[src/rtl/safelock_pkg.sv]
// rtl/safelock_pkg.sv - shared state encoding for the safelock FSM and state_decoder
package safelock_pkg;

  typedef enum logic [2:0] {
    S_LOCKED   = 3'd0,
    S_ENTRY    = 3'd1,
    S_UNLOCKED = 3'd2,
    S_ERROR    = 3'd3,
    S_LOCKOUT  = 3'd4,
    S_SET_CODE = 3'd5
  } state_t;

endpackage

[src/rtl/safelock_timer.sv]
// rtl/safelock_timer.sv - loadable down-counter shared by the ERROR and LOCKOUT waits
module safelock_timer #(
  parameter int W = 8
) (
  input  logic         i_clk,
  input  logic         i_rst_n,
  input  logic         i_start,
  input  logic [W-1:0] i_load,
  output logic         o_done
);

  logic [W-1:0] r_count;

  // Holds at zero once expired so the count never wraps.
  always_ff @(posedge i_clk) begin
    if (!i_rst_n) begin
      r_count <= '0;
    end else if (i_start) begin
      r_count <= i_load;
    end else if (r_count != '0) begin
      r_count <= r_count - W'(1);
    end
  end

  // Fires in the last cycle of the wait, so the state leaves after exactly i_load clocks.
  assign o_done = (r_count == W'(1));

endmodule

[src/rtl/safelock_fsm.sv]
// rtl/safelock_fsm.sv - master control FSM of the smart safelock
module safelock_fsm
  import safelock_pkg::*;
#(
  parameter int                    CODE_LEN       = 4,
  parameter logic [4*CODE_LEN-1:0] DEFAULT_CODE   = 16'h1234,
  parameter int                    MAX_TRIES      = 3,
  parameter int                    ERROR_CYCLES   = 50_000_000,
  parameter int                    LOCKOUT_CYCLES = 500_000_000
) (
  input  logic       i_clk,
  input  logic       i_rst_n,
  input  logic       i_key_valid,
  input  logic [3:0] i_key_digit,
  input  logic       i_enter,
  input  logic       i_lock,
  input  logic       i_set,
  output logic [2:0] o_state,
  output logic       o_unlock,
  output logic       o_alarm,
  output logic [3:0] o_digit_cnt
);

  localparam int BW   = 4 * CODE_LEN;
  localparam int TMAX = (ERROR_CYCLES > LOCKOUT_CYCLES) ? ERROR_CYCLES : LOCKOUT_CYCLES;
  localparam int TW   = $clog2(TMAX + 1);
  localparam int RW   = $clog2(MAX_TRIES + 1);
  localparam logic [3:0]    CNT_FULL  = 4'(CODE_LEN);
  localparam logic [RW-1:0] TRIES_MAX = RW'(MAX_TRIES);

  state_t        r_state, w_state_nxt;
  logic [BW-1:0] r_buf, w_buf_nxt;
  logic [BW-1:0] r_code, w_code_nxt;
  logic [3:0]    r_cnt, w_cnt_nxt;
  logic [RW-1:0] r_tries, w_tries_nxt, w_tries_inc;
  logic          r_unlock, r_alarm;
  logic          w_digit_ok, w_match;
  logic          w_tmr_start, w_tmr_done;
  logic [TW-1:0] w_tmr_load;

  assign w_digit_ok  = i_key_valid && (i_key_digit <= 4'd9) && (r_cnt < CNT_FULL);
  assign w_match     = (r_cnt == CNT_FULL) && (r_buf == r_code);
  assign w_tries_inc = (r_tries >= TRIES_MAX) ? r_tries : r_tries + RW'(1);

  safelock_timer #(.W(TW)) u_timer (
    .i_clk   (i_clk),
    .i_rst_n (i_rst_n),
    .i_start (w_tmr_start),
    .i_load  (w_tmr_load),
    .o_done  (w_tmr_done)
  );

  always_comb begin
    w_state_nxt = r_state;
    w_buf_nxt   = r_buf;
    w_cnt_nxt   = r_cnt;
    w_tries_nxt = r_tries;
    w_code_nxt  = r_code;
    w_tmr_start = 1'b0;
    w_tmr_load  = TW'(ERROR_CYCLES);
    case (r_state)
      S_LOCKED: begin
        if (w_digit_ok) begin
          w_buf_nxt   = BW'({r_buf, i_key_digit});
          w_cnt_nxt   = r_cnt + 4'd1;
          w_state_nxt = S_ENTRY;
        end
      end
      S_ENTRY: begin
        if (i_lock) begin
          w_buf_nxt   = '0;
          w_cnt_nxt   = '0;
          w_state_nxt = S_LOCKED;
        end else if (i_enter) begin
          w_buf_nxt = '0;
          w_cnt_nxt = '0;
          if (w_match) begin
            w_tries_nxt = '0;
            w_state_nxt = S_UNLOCKED;
          end else begin
            w_tries_nxt = w_tries_inc;
            w_tmr_start = 1'b1;
            if (w_tries_inc >= TRIES_MAX) begin
              w_tmr_load  = TW'(LOCKOUT_CYCLES);
              w_state_nxt = S_LOCKOUT;
            end else begin
              w_state_nxt = S_ERROR;
            end
          end
        end else if (w_digit_ok) begin
          w_buf_nxt = BW'({r_buf, i_key_digit});
          w_cnt_nxt = r_cnt + 4'd1;
        end
      end
      S_ERROR: begin
        if (w_tmr_done) w_state_nxt = S_LOCKED;
      end
      S_LOCKOUT: begin
        if (w_tmr_done) begin
          w_tries_nxt = '0;
          w_state_nxt = S_LOCKED;
        end
      end
      S_UNLOCKED: begin
        if (i_lock) begin
          w_state_nxt = S_LOCKED;
        end else if (i_set) begin
          w_buf_nxt   = '0;
          w_cnt_nxt   = '0;
          w_state_nxt = S_SET_CODE;
        end
      end
      S_SET_CODE: begin
        if (i_lock) begin
          w_buf_nxt   = '0;
          w_cnt_nxt   = '0;
          w_state_nxt = S_LOCKED;
        end else if (i_enter) begin
          if (r_cnt == CNT_FULL) w_code_nxt = r_buf;
          w_buf_nxt   = '0;
          w_cnt_nxt   = '0;
          w_state_nxt = S_UNLOCKED;
        end else if (w_digit_ok) begin
          w_buf_nxt = BW'({r_buf, i_key_digit});
          w_cnt_nxt = r_cnt + 4'd1;
        end
      end
      default: begin
        w_buf_nxt   = '0;
        w_cnt_nxt   = '0;
        w_state_nxt = S_LOCKED;
      end
    endcase
  end

  // Actuator and alarm are registered from the next state so they move with o_state.
  always_ff @(posedge i_clk) begin
    if (!i_rst_n) begin
      r_state  <= S_LOCKED;
      r_buf    <= '0;
      r_cnt    <= '0;
      r_tries  <= '0;
      r_code   <= DEFAULT_CODE;
      r_unlock <= 1'b0;
      r_alarm  <= 1'b0;
    end else begin
      r_state  <= w_state_nxt;
      r_buf    <= w_buf_nxt;
      r_cnt    <= w_cnt_nxt;
      r_tries  <= w_tries_nxt;
      r_code   <= w_code_nxt;
      r_unlock <= (w_state_nxt == S_UNLOCKED) || (w_state_nxt == S_SET_CODE);
      r_alarm  <= (w_state_nxt == S_LOCKOUT);
    end
  end

  assign o_state     = r_state;
  assign o_unlock    = r_unlock;
  assign o_alarm     = r_alarm;
  assign o_digit_cnt = r_cnt;

endmodule
[config.mk]
export PLATFORM = sky130hd
export DESIGN_NAME = safelock_fsm
export DESIGN_NICKNAME = d
export VERILOG_FILES = /design/src/rtl/safelock_pkg.sv /design/src/rtl/safelock_timer.sv /design/src/rtl/safelock_fsm.sv
export SDC_FILE = /design/constraint.sdc
export NUM_CORES = 1
export LEC_CHECK = 0
export BUFFER_PORTS_ARGS = -buffer_cell sky130_fd_sc_hd__buf_4
export CORE_UTILIZATION = 36
export CTS_CLUSTER_DIAMETER = 30
export DETAILED_ROUTE_END_ITERATION = 6
export SLEW_MARGIN = 20
export SYNTH_ARGS = -nofsm -noshare
export SYNTH_HDL_FRONTEND = slang
export SYNTH_SLANG_ARGS = --single-unit
export TNS_END_PERCENT = 10
[constraint.sdc]
create_clock -name i_clk -period 2.15 [get_ports i_clk]
set_input_delay 0 -clock i_clk [delete_from_list [all_inputs] [get_ports i_clk]]
set_output_delay 0 -clock i_clk [all_outputs]
set_load 0.01 [all_outputs]
==> flow_summary_export.csv <==
group,metric,value,unit
routing,wl_met2,4.023,mm
power,max-vdd-ir-drop,0.7021,mV
setup_path,r2r_setup_slack,0.00002,ns
timing,skew,0.01187,ns
floorplanning,start_util,0.3721,
timing,fin_crit,2.150,ns
cells_and_area,design_area,0.004328,sq mm
logic_synthesis,synth_area,0.003455,sq mm
routing,drc,0,
setup_path,reg2reg_to,"u_timer.r_count[26]",
place,place_inst,566,
cells_and_area,fillCellCount,919,
grt,grt_pass1_wl,14.22,mm
cts,cts_buffers,9,
timing,max_slew_margin,0.4930,
logic_synthesis,seq_area_frac_synth,0.4172,
grt,antenna_found_initial,0,
place,post-place-ws,-0.09771,ns
floorplanning,core,0.009284,sq mm
power,power_leakage,0.001803,uW
routing,met1Wirelength,3.870,mm
setup_path,crit_end,"u_timer.r_count[26]",
hold_path,hp-class,"primary input to flop",
logic_synthesis,synth.area.top_cells,"dfxtp_1 42%, xor2_1 7.1%, nand2_1 5.3%",
power,powerDensity,1333,mW/mm^2
timing,final_max_slew_viol_count,0,
cells_and_area,n_antenna_cell,0,
place,hpwl,5.803,mm
cts,clk_path_buf_depth,2,
floorplanning,die-width,99.96,um
grt,grt.overflow.total,0,
cts,cts_root_buf,"clkbuf_8",
place,dpl-instance-area,0.003944,sq mm
setup_path,worst-path-max-fanout,3,
logic_synthesis,synth-edff-count,0,
timing,period_share,1.000,
grt,grtUsageTotal,0.1841,
logic_synthesis,synth_top_area_share,0.4172,
floorplanning,ios,19,
outcome,outcome,"complete, no violations",
logic_synthesis,ys_types,48,
logic_synthesis,synth_largest_area_cell,"dfxtp_1",
cells_and_area,drive_gt1_frac,0.1779,
logic_synthesis,ys_ff_latch,72,
routing,routed_via_density,5.212,
floorplanning,die_h,99.96,um
routing,dr.pass1.iters,4,
timing,setup_viol,0,
setup_path,startpoint,"u_timer.r_count[19]",
cts,cts_tree,"built",
logic_synthesis,syn_nets,418,
routing,maxUsedRoutingLayer,"met4",
setup_path,path_class,"flop to flop",
timing,fin_ws,0.00001954,ns
routing,drt_first_iter_violations,100,
setup_path,r2r-start,"u_timer.r_count[19]",
cts,htree_levels,3,
cells_and_area,instances_no_fill,590,
grt,first_global_vias,2997,
routing,routed-wl-met3,317,um
setup_path,required,2.43,ns
cells_and_area,utilization,0.4662,
setup_path,reg2regPathDepth,6,
floorplanning,die-area,0.009992,sq mm
floorplanning,core.rowCount,35,
routing,antenna_left,0,
setup_path,crit_path_start_kind,"flop",
timing,finalHoldViolCount,0,
cells_and_area,layout.nets,471,
place,portBuffers,18,
logic_synthesis,syn_avg_cell_area,8.572,sq um
routing,wl,8.389,mm
logic_synthesis,synth_flop_cell,"dfxtp_1",
timing,worst_pin_slew,0.7596,ns
cts,cts_sinks,72,
routing,wl_per_cell,14.22,um
power,finalPower,5769,uW
logic_synthesis,ys_async_sr_fraction,0,
job,max_cap_viol_count,0,
timing,rsz0062_at_grt,"yes",
timing,fmax,465.1,MHz
cells_and_area,area_growth,25.28,%
routing,num_vias,3075,
setup_path,worst-endpoint-arrival,2.43,ns
logic_synthesis,yosysWarnings,0,
logic_synthesis,syn_inst,403,
cts,clkTransAtPathRegs,0.08,ns
setup_path,cp-end-kind,"flop",
grt,grt_max_degree,24,
place,gp_congestion,0.8070,
cts,insertion_delay,0.36,ns
-- synthesized netlist by cell type (2+ instances only) --
library cell	count
o211a_1	3
a21o_1	2
nor3b_1	3
o21a_1	3
and2_1	2
xnor2_1	13
or4_1	3
dfxtp_1	72
a211oi_1	3
nor2b_1	2
nor4_1	12
xor2_1	28
nand4b_1	2
or4_4	2
nand2b_1	4
a21oi_1	27
and4b_1	3
and3_1	2
o21ai_0	6
clkbuf_1	15
or3_1	6
nor3_1	13
ha_1	5
o22ai_1	2
o211ai_1	4
nand3b_1	3
o21ai_1	2
inv_1	6
nand3_1	16
nand4_1	7
nand2_1	49
o31ai_1	6
nor2_1	47
mux2i_1	16
-- how the worst min path moves through the flow --
stage	depth (start not counted)	start	slack, ns	endpoint
detailed placement	3	i_key_digit[0]	0.25	r_buf[0]
global route	4	i_key_valid	0.08	r_buf[3]
floorplan	2	i_key_digit[0]	0.15	r_buf[0]
finish	4	i_key_valid	0.05	r_buf[3]
global placement	3	i_key_digit[0]	0.24	r_buf[0]
CTS	4	i_key_valid	0.03	r_buf[3]
-- through the flow --
stage | hold slack (ns) | TNS (ns)
4_1_cts | 0.02997 | 0
5_1_grt | 0.08400 | -1.157
3_3_place_gp | 0.2377 | -0.08315
6_report | 0.05355 | 0
2_1_floorplan | 0.1472 | -0.03020
3_5_place_dp | 0.2550 | -0.1768
-- worst max-delay path: stages (launching register included) --
cell and delay, ns:
dfxtp_2 0.32, or4_4 0.55, nor4b_4 0.30, nand2_2 0.10
or4_4 0.48, xor2_1 0.16, o31ai_2 0.16
-- layout by cell type (no fill, tap or decap), types with 3 or more instances in the layout --
cell / synthesis / final
o21ai_0: 6 / 6
buf_4: 0 / 50
nand2b_1: 4 / 4
o21a_1: 3 / 3
nor3_1: 13 / 13
clkbuf_8: 0 / 10
dfxtp_1: 72 / 70
xnor2_1: 13 / 13
and4b_1: 3 / 3
o31ai_1: 6 / 6
inv_1: 6 / 6
nor4_1: 12 / 10
a21oi_1: 27 / 27
or3_1: 6 / 6
nand3b_1: 3 / 3
ha_1: 5 / 5
a211oi_1: 3 / 3
nand3_1: 16 / 16
nor2_1: 47 / 47
xor2_1: 28 / 28
o211a_1: 3 / 3
or4_1: 3 / 3
nand4_1: 7 / 7
o211ai_1: 4 / 4
nor3b_1: 3 / 3
nand2_1: 49 / 48
mux2i_1: 16 / 16
dlygate4sd3_1: 0 / 6
bufinv_16: 0 / 4
-- area by class of cell --
type | count | area (sq um) | area share
sequential | 72 | 1444 | 0.3336
inverter | 6 | 22.52 | 0.005204
clock buffer | 10 | 137.6 | 0.03180
tap | 129 | 161.4 | 0.03729
multi-input combinational | 309 | 1958 | 0.4524
timing repair buffer | 58 | 466.7 | 0.1078
clock inverter | 6 | 137.6 | 0.03180
-- power breakdown --
group	switching (uW)	leakage [uW]	internal, uW
clock	531	0.000137	928
sequential	222	0.000586	1580
combinational	1220	0.00108	1280
total	1970	0.00180	3790
-- sequential cells by signal, summed over array words and instances (netlist names) --
register / count
r_code: 16
o_alarm: 1
o_unlock: 1
o_state: 3
r_tries: 2
o_digit_cnt: 4
u_timer.r_count: 29
r_buf: 16
-- repair_timing --
item	in CTS	in global routing
gates resized for setup	0	7
endpoints found under the setup margin	4	26
cloned	0	0
hold buffers	6	0
pin swaps	1	5
endpoints found under the hold margin	11	0
buffers inserted	1	1
-- metal layers --
metal / up-vias / global-route usage
li1: 1534 / -
met1: 1474 / 0.2216
met2: 56 / 0.3008
met3: 11 / 0.04944
met4: 0 / 0.09615
met5: - / 0
-- logic make-up after synthesis --
group / Yosys count / synth area share
fa+ha+maj: 5 / 0.01811
simple gates: 183 / 0.2709
flops: 72 / 0.4172
xor+xnor: 41 / 0.1039
compound gates: 63 / 0.1159
mux: 17 / 0.04962
buf+inv: 22 / 0.02426
Power figures use the tool's default switching activity.
